## src/rtl/escalonador_sensor.sv

```systemverilog
// escalonador_sensor: sequences host requests and continuous-mode reads onto the
// single-sensor link, enforcing DHT11 read spacing and recovering from sensor timeouts.
module escalonador_sensor #(
  parameter logic [7:0]  SENSOR_ADDR    = 8'h01,
  parameter int unsigned MIN_GAP_CYCLES = 50_000_000,
  parameter int unsigned PERIOD_CYCLES  = 100_000_000,
  parameter int unsigned TIMEOUT_CYCLES = 10_000_000
) (
  input  logic       clock,
  input  logic       reset,
  input  logic       req_valid,
  input  logic [7:0] req_command,
  input  logic [7:0] req_address,
  output logic       req_ready,
  output logic       sens_enable,
  output logic [7:0] sens_command,
  output logic [7:0] sens_address,
  output logic       sens_reset,
  input  logic       sens_done,
  input  logic [7:0] sens_resp_command,
  input  logic [7:0] sens_resp_value,
  output logic       tx_start,
  input  logic       tx_busy,
  output logic [7:0] tx_command,
  output logic [7:0] tx_value,
  output logic       cont_active
);

  typedef enum logic [2:0] {IDLE, GAP, ISSUE, WAIT_RESP, RECOVER, SEND} state_t;
  state_t state, state_next;

  logic        hold_valid;
  logic [7:0]  hold_cmd, hold_addr;
  logic [7:0]  cur_cmd, next_cmd, cont_cmd;
  logic        tick;
  logic [31:0] per_cnt, gap_cnt, to_cnt;
  logic [2:0]  rec_cnt;

  logic        take_req, take_tick, local_reply, start_cont, stop_cont;
  logic        issue, got_resp, timed_out, rec_done, send_now;
  logic [7:0]  reply_cmd, reply_val;

  assign req_ready = ~hold_valid;

  always_ff @(posedge clock or negedge reset) begin
    if (!reset) state <= IDLE;
    else        state <= state_next;
  end

  always_comb begin
    state_next  = state;
    take_req    = 1'b0;
    take_tick   = 1'b0;
    local_reply = 1'b0;
    start_cont  = 1'b0;
    stop_cont   = 1'b0;
    issue       = 1'b0;
    got_resp    = 1'b0;
    timed_out   = 1'b0;
    rec_done    = 1'b0;
    send_now    = 1'b0;
    reply_cmd   = '0;
    reply_val   = '0;
    next_cmd    = cur_cmd;
    case (state)
      IDLE: begin
        // Host requests win over a pending continuous tick; the tick stays pending.
        if (hold_valid) begin
          take_req = 1'b1;
          if (hold_addr != SENSOR_ADDR) begin
            local_reply = 1'b1;
            reply_cmd   = 8'hEF;
            reply_val   = 8'hEF;
            state_next  = SEND;
          end else if (hold_cmd == 8'h05 || hold_cmd == 8'h06) begin
            local_reply = 1'b1;
            state_next  = SEND;
            if (cont_active) begin
              stop_cont = 1'b1;
              reply_cmd = (hold_cmd == 8'h05) ? 8'h0A : 8'h0B;
              reply_val = 8'h00;
            end else begin
              reply_cmd = 8'hAA;
              reply_val = 8'hAA;
            end
          end else if (cont_active) begin
            local_reply = 1'b1;
            reply_cmd   = 8'hFF;
            reply_val   = 8'hFF;
            state_next  = SEND;
          end else if (hold_cmd == 8'h03 || hold_cmd == 8'h04) begin
            start_cont = 1'b1;
            next_cmd   = hold_cmd - 8'h02;
            state_next = GAP;
          end else begin
            next_cmd   = hold_cmd;
            state_next = GAP;
          end
        end else if (tick) begin
          take_tick  = 1'b1;
          next_cmd   = cont_cmd;
          state_next = GAP;
        end
      end
      GAP: begin
        if (gap_cnt >= MIN_GAP_CYCLES) state_next = ISSUE;
      end
      ISSUE: begin
        issue      = 1'b1;
        state_next = WAIT_RESP;
      end
      WAIT_RESP: begin
        if (sens_done) begin
          got_resp   = 1'b1;
          state_next = SEND;
        end else if (to_cnt == TIMEOUT_CYCLES - 1) begin
          timed_out  = 1'b1;
          state_next = RECOVER;
        end
      end
      RECOVER: begin
        if (rec_cnt == 3'd7) begin
          rec_done   = 1'b1;
          state_next = SEND;
        end
      end
      SEND: begin
        if (!tx_busy) begin
          send_now   = 1'b1;
          state_next = IDLE;
        end
      end
      default: state_next = IDLE;
    endcase
  end

  always_ff @(posedge clock or negedge reset) begin
    if (!reset) begin
      hold_valid   <= 1'b0;
      hold_cmd     <= '0;
      hold_addr    <= '0;
      cur_cmd      <= '0;
      cont_cmd     <= '0;
      cont_active  <= 1'b0;
      tick         <= 1'b0;
      per_cnt      <= '0;
      gap_cnt      <= MIN_GAP_CYCLES;
      to_cnt       <= '0;
      rec_cnt      <= '0;
      sens_enable  <= 1'b0;
      sens_command <= '0;
      sens_address <= '0;
      sens_reset   <= 1'b0;
      tx_start     <= 1'b0;
      tx_command   <= '0;
      tx_value     <= '0;
    end else begin
      tx_start <= send_now;
      cur_cmd  <= next_cmd;

      if (take_req) begin
        hold_valid <= 1'b0;
      end else if (req_valid && !hold_valid) begin
        hold_valid <= 1'b1;
        hold_cmd   <= req_command;
        hold_addr  <= req_address;
      end

      // Period counter restarts on each read issued in continuous mode and parks
      // at PERIOD_CYCLES once the tick is raised.
      if (stop_cont) begin
        cont_active <= 1'b0;
        tick        <= 1'b0;
        per_cnt     <= '0;
      end else begin
        if (start_cont) begin
          cont_active <= 1'b1;
          cont_cmd    <= next_cmd;
        end
        if (take_tick) tick <= 1'b0;
        if (cont_active) begin
          if (issue) begin
            per_cnt <= '0;
          end else if (per_cnt != PERIOD_CYCLES) begin
            per_cnt <= per_cnt + 32'd1;
            if (per_cnt == PERIOD_CYCLES - 1) tick <= 1'b1;
          end
        end
      end

      if (got_resp || timed_out)       gap_cnt <= '0;
      else if (gap_cnt < MIN_GAP_CYCLES) gap_cnt <= gap_cnt + 32'd1;

      if (issue)                   to_cnt <= '0;
      else if (state == WAIT_RESP) to_cnt <= to_cnt + 32'd1;

      if (timed_out)             rec_cnt <= '0;
      else if (state == RECOVER) rec_cnt <= rec_cnt + 3'd1;

      if (issue) begin
        sens_enable  <= 1'b1;
        sens_command <= cur_cmd;
        sens_address <= SENSOR_ADDR;
      end else if (got_resp || timed_out) begin
        sens_enable <= 1'b0;
      end

      if (timed_out)     sens_reset <= 1'b1;
      else if (rec_done) sens_reset <= 1'b0;

      if (local_reply) begin
        tx_command <= reply_cmd;
        tx_value   <= reply_val;
      end else if (got_resp) begin
        tx_command <= sens_resp_command;
        tx_value   <= sens_resp_value;
      end else if (timed_out) begin
        tx_command <= 8'h1F;
        tx_value   <= 8'h1F;
      end
    end
  end

endmodule
```

## config.mk

```make
export PLATFORM = sky130hd
export DESIGN_NAME = escalonador_sensor
export DESIGN_NICKNAME = d
export VERILOG_FILES = /design/src/rtl/escalonador_sensor.sv
export SDC_FILE = /design/constraint.sdc
export NUM_CORES = 1
export LEC_CHECK = 0
export CAP_MARGIN = 20
export CORE_MARGIN = 2
export CORE_UTILIZATION = 55
export DETAILED_ROUTE_END_ITERATION = 7
export PLACE_DENSITY = 0.76
export REMOVE_ABC_BUFFERS = 1
export SLEW_MARGIN = 20
export SYNTH_ARGS = -nofsm -noshare
export SYNTH_HDL_FRONTEND = slang
export SYNTH_SLANG_ARGS = --single-unit
```

## constraint.sdc

```tcl
create_clock -name clock -period 3.8 [get_ports clock]
set_input_delay 0.57 -clock clock [delete_from_list [all_inputs] [get_ports clock]]
set_output_delay 0.57 -clock clock [all_outputs]
set_load 0.1 [all_outputs]
```

==> flow_summary.json, run 1 <==
{
  "grt_pass1_wl_um": 31600,
  "cts_buffers": 17,
  "yosysMostFrequentCell": "dfrtp_1",
  "drive_above_1_share": 0.1030,
  "arrival_ns": 3.31,
  "wl_um": 18530,
  "rr_startpoint": "hold_cmd[3]",
  "fin_skew_ns": 0.008980,
  "grt_util_met1": 0.3389,
  "grt_max_degree": 85,
  "die-area_sq_um": 16610,
  "cp-start-kind": "flip-flop",
  "track_usage": 0.2377,
  "cts_setup_buffers": 0,
  "maxSlewHeadroom": 0.3280,
  "grt-ovfl-total": 0,
  "rows": 45,
  "die_h_um": 128.9,
  "pin_count": 74,
  "synth_edf_count": 0,
  "cts_hold_buffers": 0,
  "ys_top_cells_by_area": "dfrtp_1 (45%), nor2_1 (4.6%), nand2_1 (4.5%)",
  "diodes": 0,
  "placed_cell_area_sq_um": 9336,
  "nets": 1007,
  "hold_path_class": "in2async",
  "fin_crit_sh": 0.7890,
  "die_w_um": 128.9,
  "rr_endpoint": "per_cnt[24]",
  "worst_pin_slew_ns": 1.005,
  "yosysTopAreaCellShare": 0.4463,
  "io_buffers": 66,
  "p_leak_nw": 4.162,
  "worstPathRequired_ns": 4.11,
  "drt-wirelength-per-cell_um": 15.99,
  "status": "finished, final reports clean",
  "finalHoldViolations": 0,
  "rsz0062_at_grt": "no",
  "synth_area_sq_um": 8578,
  "ys_ff_latch": 165,
  "ys_types": 78,
  "end_kind": "flip-flop",
  "design_area_sq_um": 9946,
  "clk_latency_ns": 0.43,
  "post_cts_resized": 0,
  "cts.sinks": 165,
  "clk_pin_slew_ns": 0.06,
  "gp_congestion": 0.8514,
  "total_power_mw": 6.920,
  "synth.yosys.seq_area_share": 0.4831,
  "async_flop_share": 1.000,
  "via_per_inst": 5.868,
  "dr_total_vias": 6801,
  "antenna_found_initial": 0,
  "met3_usage": 0.04823,
  "maxCapViolations": 0,
  "irDropWorstVdd_mv": 0.4915,
  "dp_hpwl_um": 12760,
  "core_sq_um": 15200,
  "grt.busiest_layer": "met2",
  "root_buffer": "clkbuf_16",
  "r2r_cells": 8,
  "met2_usage": 0.3657,
  "final-setup-viol-count": 0,
  "holdWs_ns": 0.1717,
  "layout_min_cycle_time_ns": 2.998,
  "synthCells": 909,
  "remaining_drc_errors": 0,
  "avgSynthCellArea_sq_um": 9.437,
  "grt_pass1_vias": 6493,
  "crit_type": "reg2reg",
  "rrSetupSlack_ns": 0.80,
  "ys_top_cells_by_count": "dfrtp_1 (153), nor2_1 (104), nand2_1 (102)",
  "timing.fmax_mhz": 333.5,
  "cts_tree": "built",
  "power_density_nw_per_um2": 695.7,
  "critPathMaxFanout": 10,
  "firstDrtPassIters": 5,
  "finalSetupTns_ns": 0,
  "yosys.area.top_type": "dfrtp_1",
  "synth_ff_type": "dfrtp_1",
  "h-tree-depth": 4,
  "slew_viol_final": 0,
  "final_cells": 1159,
  "yosysWarnings": 0,
  "dp_cells": 1128,
  "area_delta_synth_final_pct": 15.94,
  "initial_utilization": 0.5643,
  "final_antenna_net_count": 0,
  "clockBufferDepth": 2,
  "drtIter0Drc": 365
}
-- per-stage QoR --
step,setup WS (ns),util
2_1_floorplan,0.7481,-
3_3_place_gp,0.9021,0.6142
3_5_place_dp,0.7661,0.6142
4_1_cts,0.7749,0.6542
5_1_grt,0.5151,0.6542
6_report,0.8017,0.6542
-- kinds of logic (layout without fill, tap and decap cells) --
family | after synthesis | after routing | share of synthesized area
AND/OR/NAND/NOR | 404 | 404 | 0.2395
AO/OA/AOI/OAI | 172 | 172 | 0.1324
flip-flops | 165 | 165 | 0.4831
buffers and inverters | 78 | 134 | 0.04201
XOR/XNOR | 56 | 56 | 0.05718
multiplexers | 22 | 22 | 0.02932
adder cells (fa/ha/maj) | 11 | 11 | 0.01604
other | 1 | 7 | 0.0004372
-- power by group --
group          switching [mW]  total [mW]  leakage (nW)  internal (mW)
sequential              0.403        2.62          2.12           2.21
clock                   0.682        1.78         0.299           1.10
combinational            1.73        2.52          1.74          0.795
-- layout make-up --
cell class              count  area, sq um
clock buffers              23        488.0
flip-flops and latches    165         4144
fillers                  1234         5256
multi-input cells         672         4099
repair buffers             78        764.5
clock inverters             8        121.4
inverters                  25        93.84
well taps                 188        235.2
-- state kept, by name, indices dropped and copies added (netlist names) --
register / flops
gap_cnt: 32
per_cnt: 32
to_cnt: 32
cont_cmd: 8
cur_cmd: 8
hold_addr: 8
hold_cmd: 8
sens_command: 8
tx_command: 8
tx_value: 8
rec_cnt: 3
state: 3
cont_active: 1
hold_valid: 1
sens_address: 1
sens_enable: 1
sens_reset: 1
tick: 1
tx_start: 1
-- worst max-delay path, cell delays in order, from the launching register on --
cell       delay, ns
dfrtp_1         0.40
or4_1           0.59
nor4_2          0.38
ha_1            0.23
and4_1          0.40
o2111ai_2       0.28
nor4_1          0.39
xnor2_1         0.16
nor2_1          0.05
-- worst max path at each step --
stage                           start     endpoint  slack, ns  cells past startpoint
after floorplan              state[2]  per_cnt[10]       0.75                      6
after global placement    hold_cmd[3]  per_cnt[24]       0.90                      8
after detailed placement  hold_cmd[3]  per_cnt[24]       0.77                      8
after CTS                 hold_cmd[3]  per_cnt[24]       0.77                      8
after global routing      hold_cmd[3]  per_cnt[24]       0.52                      8
final                     hold_cmd[3]  per_cnt[24]       0.80                      8
-- layer usage --
metal  share of wire  wire [um]
met1            0.47       8776
met2            0.46       8595
met3           0.045        837
met4           0.017        320
met5               0          0
-- cell usage in the layout (no fill, tap or decap), types with 5 or more instances in the layout --
cell type	netlist	final
nor4_1	19	19
dfstp_2	12	12
ha_1	11	11
and3_1	10	10
or4_1	9	9
nand2_1	102	102
mux2_2	17	17
nor2_1	104	103
inv_1	25	25
clkbuf_16	0	17
nor2b_1	11	11
or2_2	5	5
a221o_1	6	6
o31ai_1	11	11
a21oi_1	42	42
a31oi_1	6	6
xnor2_1	40	40
o22ai_1	12	12
nand3_1	36	36
and2_1	7	7
o21ai_0	45	45
or3_1	16	16
nand4_1	20	20
xor2_1	16	16
dfrtp_1	153	153
nor3_1	29	29
clkdlybuf4s50_1	0	65
buf_4	7	11
conb_1	1	7
a211oi_1	6	6
a21o_1	9	9
Note: power is estimated with default switching activity, not from simulation.
==> run 2, diff against run 1 <==
- CORE_UTILIZATION: 55 -> 53
- PLACE_DENSITY: 0.76 -> 0.77
- clock period: 3.8 -> 2.61 ns (I/O delays scaled with it)
==> run 2 against run 1 <==
Sequential cell count unchanged; clock skew rose by 0.0019 ns; largest power group is now combinational logic; routed wire length grew 6.8%; power up 49%; setup slack lost 0.71 ns; hold slack improved by 0.27 ns; clock power up 50%; combinational power increased by 52%; design area increased by 3.6%.
==> flow_summary.json, run 2 (synthesis gave the netlist of run 1 again) <==
{
  "rrSetupSlack_ns": 0.09,
  "final_cell_mix": "dfrtp_1 (153), nor2_1 (103), nand2_1 (102)",
  "maxSlewHeadroom": 0.5953,
  "die-area_sq_um": 17220,
  "maxCapViolations": 0,
  "fin_crit_sh": 0.9646,
  "placed_cell_area_sq_um": 9579,
  "final_cells": 1220,
  "final_common_cell": "dfrtp_1",
  "pwr-share-clk": 0.260,
  "crit_type": "reg2reg",
  "track_usage": 0.2397,
  "cts_buffers": 17,
  "power_density_nw_per_um2": 998.2,
  "dp_cells": 1187,
  "clk_pin_slew_ns": 0.07,
  "finalSetupTns_ns": 0,
  "reg_top3": "gap_cnt x32, per_cnt x32, to_cnt x32",
  "die_w_um": 131.2,
  "p_leak_nw": 4.357,
  "status": "finished, final reports clean",
  "io_buffers": 66,
  "finalHoldViolations": 0,
  "firstDrtPassIters": 5,
  "p_sw_mw": 4.252,
  "gp_congestion": 0.8300,
  "antenna_found_initial": 0,
  "rows": 46,
  "hold_path_class": "in2async",
  "rr_startpoint": "hold_cmd[3]",
  "core_sq_um": 15830,
  "grt_pass1_wl_um": 34120,
  "power_frac_comb": 0.373,
  "drive_above_1_share": 0.1753,
  "die_h_um": 131.2,
  "pin_count": 74,
  "drt-wirelength-per-cell_um": 16.22,
  "worst_pin_slew_ns": 0.5917,
  "p_sw_frac": 0.4135,
  "grt_pass1_vias": 6937,
  "cts.sinks": 165,
  "remaining_drc_errors": 0,
  "worstPathRequired_ns": 2.93,
  "final-setup-viol-count": 0,
  "clk_latency_ns": 0.43,
  "grt_max_degree": 66,
  "irDropWorstVdd_mv": 0.9601,
  "critPathMaxFanout": 5,
  "slew_viol_final": 0,
  "cts_tree": "built",
  "dp_hpwl_um": 13640,
  "via_per_inst": 5.810,
  "rsz0062_at_grt": "yes",
  "grt-ovfl-total": 0,
  "timing.fmax_mhz": 397.2,
  "final_antenna_net_count": 0,
  "p_seq_frac": 0.367,
  "r2r_cells": 9,
  "diodes": 0,
  "nets": 1039,
  "fin_skew_ns": 0.01084,
  "area_delta_synth_final_pct": 20.07,
  "internal_power_mw": 6.030,
  "initial_utilization": 0.5420,
  "design_area_sq_um": 10300,
  "cp-start-kind": "flip-flop",
  "rr_endpoint": "per_cnt[25]",
  "h-tree-depth": 4,
  "wl_um": 19790,
  "end_kind": "flip-flop",
  "dr_total_vias": 7088,
  "clockBufferDepth": 2,
  "root_buffer": "clkbuf_16",
  "arrival_ns": 2.84,
  "drtIter0Drc": 452,
  "layout_min_cycle_time_ns": 2.518,
  "fin_util": 0.6508
}
## run 2: changes by cell type in the layout (fill, tap and decap cells not counted), moves of 3 or more
| cell | change |
|---|---|
| buf_12 | +4 |
| buf_4 | +55 |
| clkdlybuf4s50_1 | -30 |
| nor4_1 | -3 |
| inv_6 | +4 |
## run 2: worst max-delay path, stage by stage (launching register included)
cell and delay, ns:
dfrtp_1 0.38, or4_4 0.56, nor4_4 0.17, ha_2 0.22, and4_4 0.27, buf_6 0.12
o211ai_1 0.18, nor4_2 0.27, xnor2_1 0.17, nor2_1 0.06
## run 2: cell type report
class | count | area [sq um]
timing repair buffer | 110 | 989.7
inverter | 25 | 93.84
fill | 1282 | 5528
clock inverter | 12 | 163.9
tap | 216 | 270.3
clock buffer | 20 | 466.7
sequential | 165 | 4144
multi-input combinational | 672 | 4172
## run 2: worst max path at each step
| stage | startpoint | endpoint | cells after the start |
|---|---|---|---|
| finish | hold_cmd[3] | per_cnt[25] | 9 |
| global route | hold_cmd[3] | per_cnt[25] | 9 |
| CTS | hold_cmd[3] | per_cnt[25] | 9 |
| detailed placement | hold_cmd[3] | per_cnt[24] | 8 |
| global placement | hold_cmd[3] | per_cnt[25] | 9 |
| floorplan | state[2] | per_cnt[10] | 6 |
## run 2: what timing repair did
item,4_1_cts,5_1_grt
pin swaps,2,1
endpoints found under the setup margin,36,46
hold endpoints to repair,42,0
hold buffers,1,0
resized for setup,4,14
setup buffers,0,0
## run 2: metrics by stage
step | power (mW) | setup WS, ns | hold WS, ns
final | 10.28 | 0.09244 | 0.4459
after global routing | 10.82 | -0.01533 | 0.4665
after CTS | 10.30 | 0.002804 | 0.4470
after detailed placement | 7.599 | -0.1122 | 0.3408
after global placement | 7.513 | 0.02343 | 0.3390
after floorplan | 6.506 | -0.4419 | 0.09591
## run 2: power groups by stage
stage | sequential, mW | clock, mW | combinational [mW]
finish | 3.78 | 2.67 | 3.84
floorplan | 5.07 | 0 | 1.44
CTS | 3.76 | 2.71 | 3.83
detailed placement | 3.79 | 0 | 3.81
global route | 3.87 | 2.84 | 4.11
global placement | 3.77 | 0 | 3.74
## run 2: layer usage
metal / share of wire / routed length, um / vias to the layer above / global-route usage
li1: - / - / 3404 / -
met3: 0.040 / 789 / 25 / 0.04745
met2: 0.49 / 9656 / 180 / 0.3789
met4: 0.016 / 312 / 0 / 0.08092
met5: 0 / 0 / - / 0
met1: 0.46 / 9030 / 3479 / 0.3328
==> run 3, diff against run 2 <==
- SKIP_CTS_REPAIR_TIMING: not set -> 1
==> run 3 against run 2 <==
Maximum frequency about the same; core utilization is 0.10 points lower; sequential power about the same; via count decreased by 0.66%; routed wire length fell by 0.15%; non-clock buffer count did not move; die area did not move; hold slack better by 0.00072 ns; first-iteration DRC count rose by 1.8%; critical path depth is the same; count of clock-buffer cells in the layout unchanged; setup slack gained 0.0011 ns; highest routed layer unchanged.
==> flow_summary.json, run 3 (synthesis gave the netlist of run 1 again) <==
{
  "status": "finished, final reports clean",
  "hold_path_class": "in2async",
  "critPathMaxFanout": 7,
  "grt-ovfl-total": 0,
  "root_buffer": "clkbuf_16",
  "via_per_inst": 5.771,
  "final_antenna_net_count": 0,
  "remaining_drc_errors": 0,
  "arrival_ns": 2.83,
  "clockBufferDepth": 2,
  "diodes": 0,
  "p_leak_nw": 4.356,
  "pwr-share-clk": 0.260,
  "dr_total_vias": 7041,
  "fillers": 1281,
  "maxCapViolations": 0,
  "initial_utilization": 0.5420,
  "drt-wirelength-per-cell_um": 16.20,
  "final_cell_mix": "dfrtp_1 (153), nor2_1 (103), nand2_1 (102)",
  "die-area_sq_um": 17220,
  "internal_power_mw": 6.031,
  "crit_type": "reg2reg",
  "maxSlewHeadroom": 0.6026,
  "dp_hpwl_um": 13640,
  "p_seq_frac": 0.367,
  "layout_min_cycle_time_ns": 2.516,
  "power_density_nw_per_um2": 1000,
  "pin_count": 74,
  "clk_latency_ns": 0.43,
  "clk_pin_slew_ns": 0.07,
  "grt_pass1_vias": 6940,
  "slew_viol_final": 0,
  "reg_top3": "gap_cnt x32, per_cnt x32, to_cnt x32",
  "wl_um": 19760,
  "final_common_cell": "dfrtp_1",
  "antenna_found_initial": 0,
  "final_cells": 1220,
  "final-setup-viol-count": 0,
  "area_delta_synth_final_pct": 19.88,
  "holdWs_ns": 0.4467,
  "track_usage": 0.2397,
  "finalHoldViolations": 0,
  "p_sw_frac": 0.4137,
  "die_h_um": 131.2,
  "finalSetupTns_ns": 0,
  "power_frac_comb": 0.373,
  "io_buffers": 66,
  "nets": 1039,
  "dp_cells": 1187,
  "worstPathRequired_ns": 2.92,
  "worst_pin_slew_ns": 0.5811,
  "irDropWorstVdd_mv": 0.9613,
  "p_sw_mw": 4.256,
  "grt_max_degree": 66,
  "fin_crit_sh": 0.9641,
  "rows": 46,
  "timing.fmax_mhz": 397.4,
  "drtIter0Drc": 460,
  "layout_setup_ws_ns": 0.09357,
  "gp_congestion": 0.8300,
  "die_w_um": 131.2,
  "cts_buffers": 17,
  "grt_pass1_wl_um": 34130,
  "core_sq_um": 15830,
  "drive_above_1_share": 0.1743,
  "cp-start-kind": "flip-flop",
  "fin_skew_ns": 0.01074,
  "end_kind": "flip-flop",
  "cts.sinks": 165,
  "h-tree-depth": 4,
  "dp_slack_ns": -0.1122,
  "firstDrtPassIters": 7,
  "cts_tree": "built"
}
[run 3: cell counts in the layout (fill, tap and decap cells not counted)]
Identical to the previous run, type by type.
[run 3: worst max-delay path: stages (launching register included)]
cell	delay (ns)
dfrtp_1	0.38
or4_4	0.56
nor4_4	0.18
buf_4	0.15
buf_4	0.10
inv_1	0.05
ha_1	0.19
a21oi_1	0.24
o21ai_2	0.17
a221o_1	0.39
[run 3: cell type report]
class	instances	area (sq um)	share of cell area
clock inverter	12	163.9	0.01594
inverter	25	93.84	0.009125
sequential	165	4144	0.4030
multi-input combinational	672	4163	0.4048
clock buffer	20	466.7	0.04538
timing repair buffer	110	982.2	0.09551
tap	216	270.3	0.02628
[run 3: per-stage QoR]
step / total power, mW / utilization / area, sq um
after floorplan: 6.506 / - / 8334
after global placement: 7.513 / 0.6052 / 9579
after detailed placement: 7.599 / 0.6052 / 9579
after CTS: 10.30 / 0.6451 / 10210
after global routing: 10.82 / 0.6497 / 10280
final: 10.29 / 0.6497 / 10280
[run 3: worst paths after layout]
check	from	to	slack, ns	cells after the start
worst max-delay path	hold_cmd[7]	tx_value[5]	0.09	9
worst min-delay path	reset	hold_addr[5]	0.45	2
worst max register to register	hold_cmd[7]	tx_value[5]	0.09	9
worst min register to register	cont_cmd[6]	cont_cmd[6]	0.49	1
max in group asynchronous	reset	gap_cnt[23]	1.44	3
min in group clock	cont_cmd[6]	cont_cmd[6]	0.49	1
[run 3: per-layer routing]
layer / vias up / share of wire / global-route usage
met5: - / 0 / 0
met4: 0 / 0.018 / 0.08092
met3: 32 / 0.033 / 0.04745
met2: 160 / 0.48 / 0.3789
met1: 3448 / 0.46 / 0.3331
li1: 3401 / - / -
[run 3: power by group through the flow]
stage	clock, mW	combinational, mW	sequential [mW]
2_1_floorplan	0	1.44	5.07
3_3_place_gp	0	3.74	3.77
3_5_place_dp	0	3.81	3.79
4_1_cts	2.71	3.83	3.76
5_1_grt	2.84	4.11	3.87
6_report	2.67	3.84	3.77
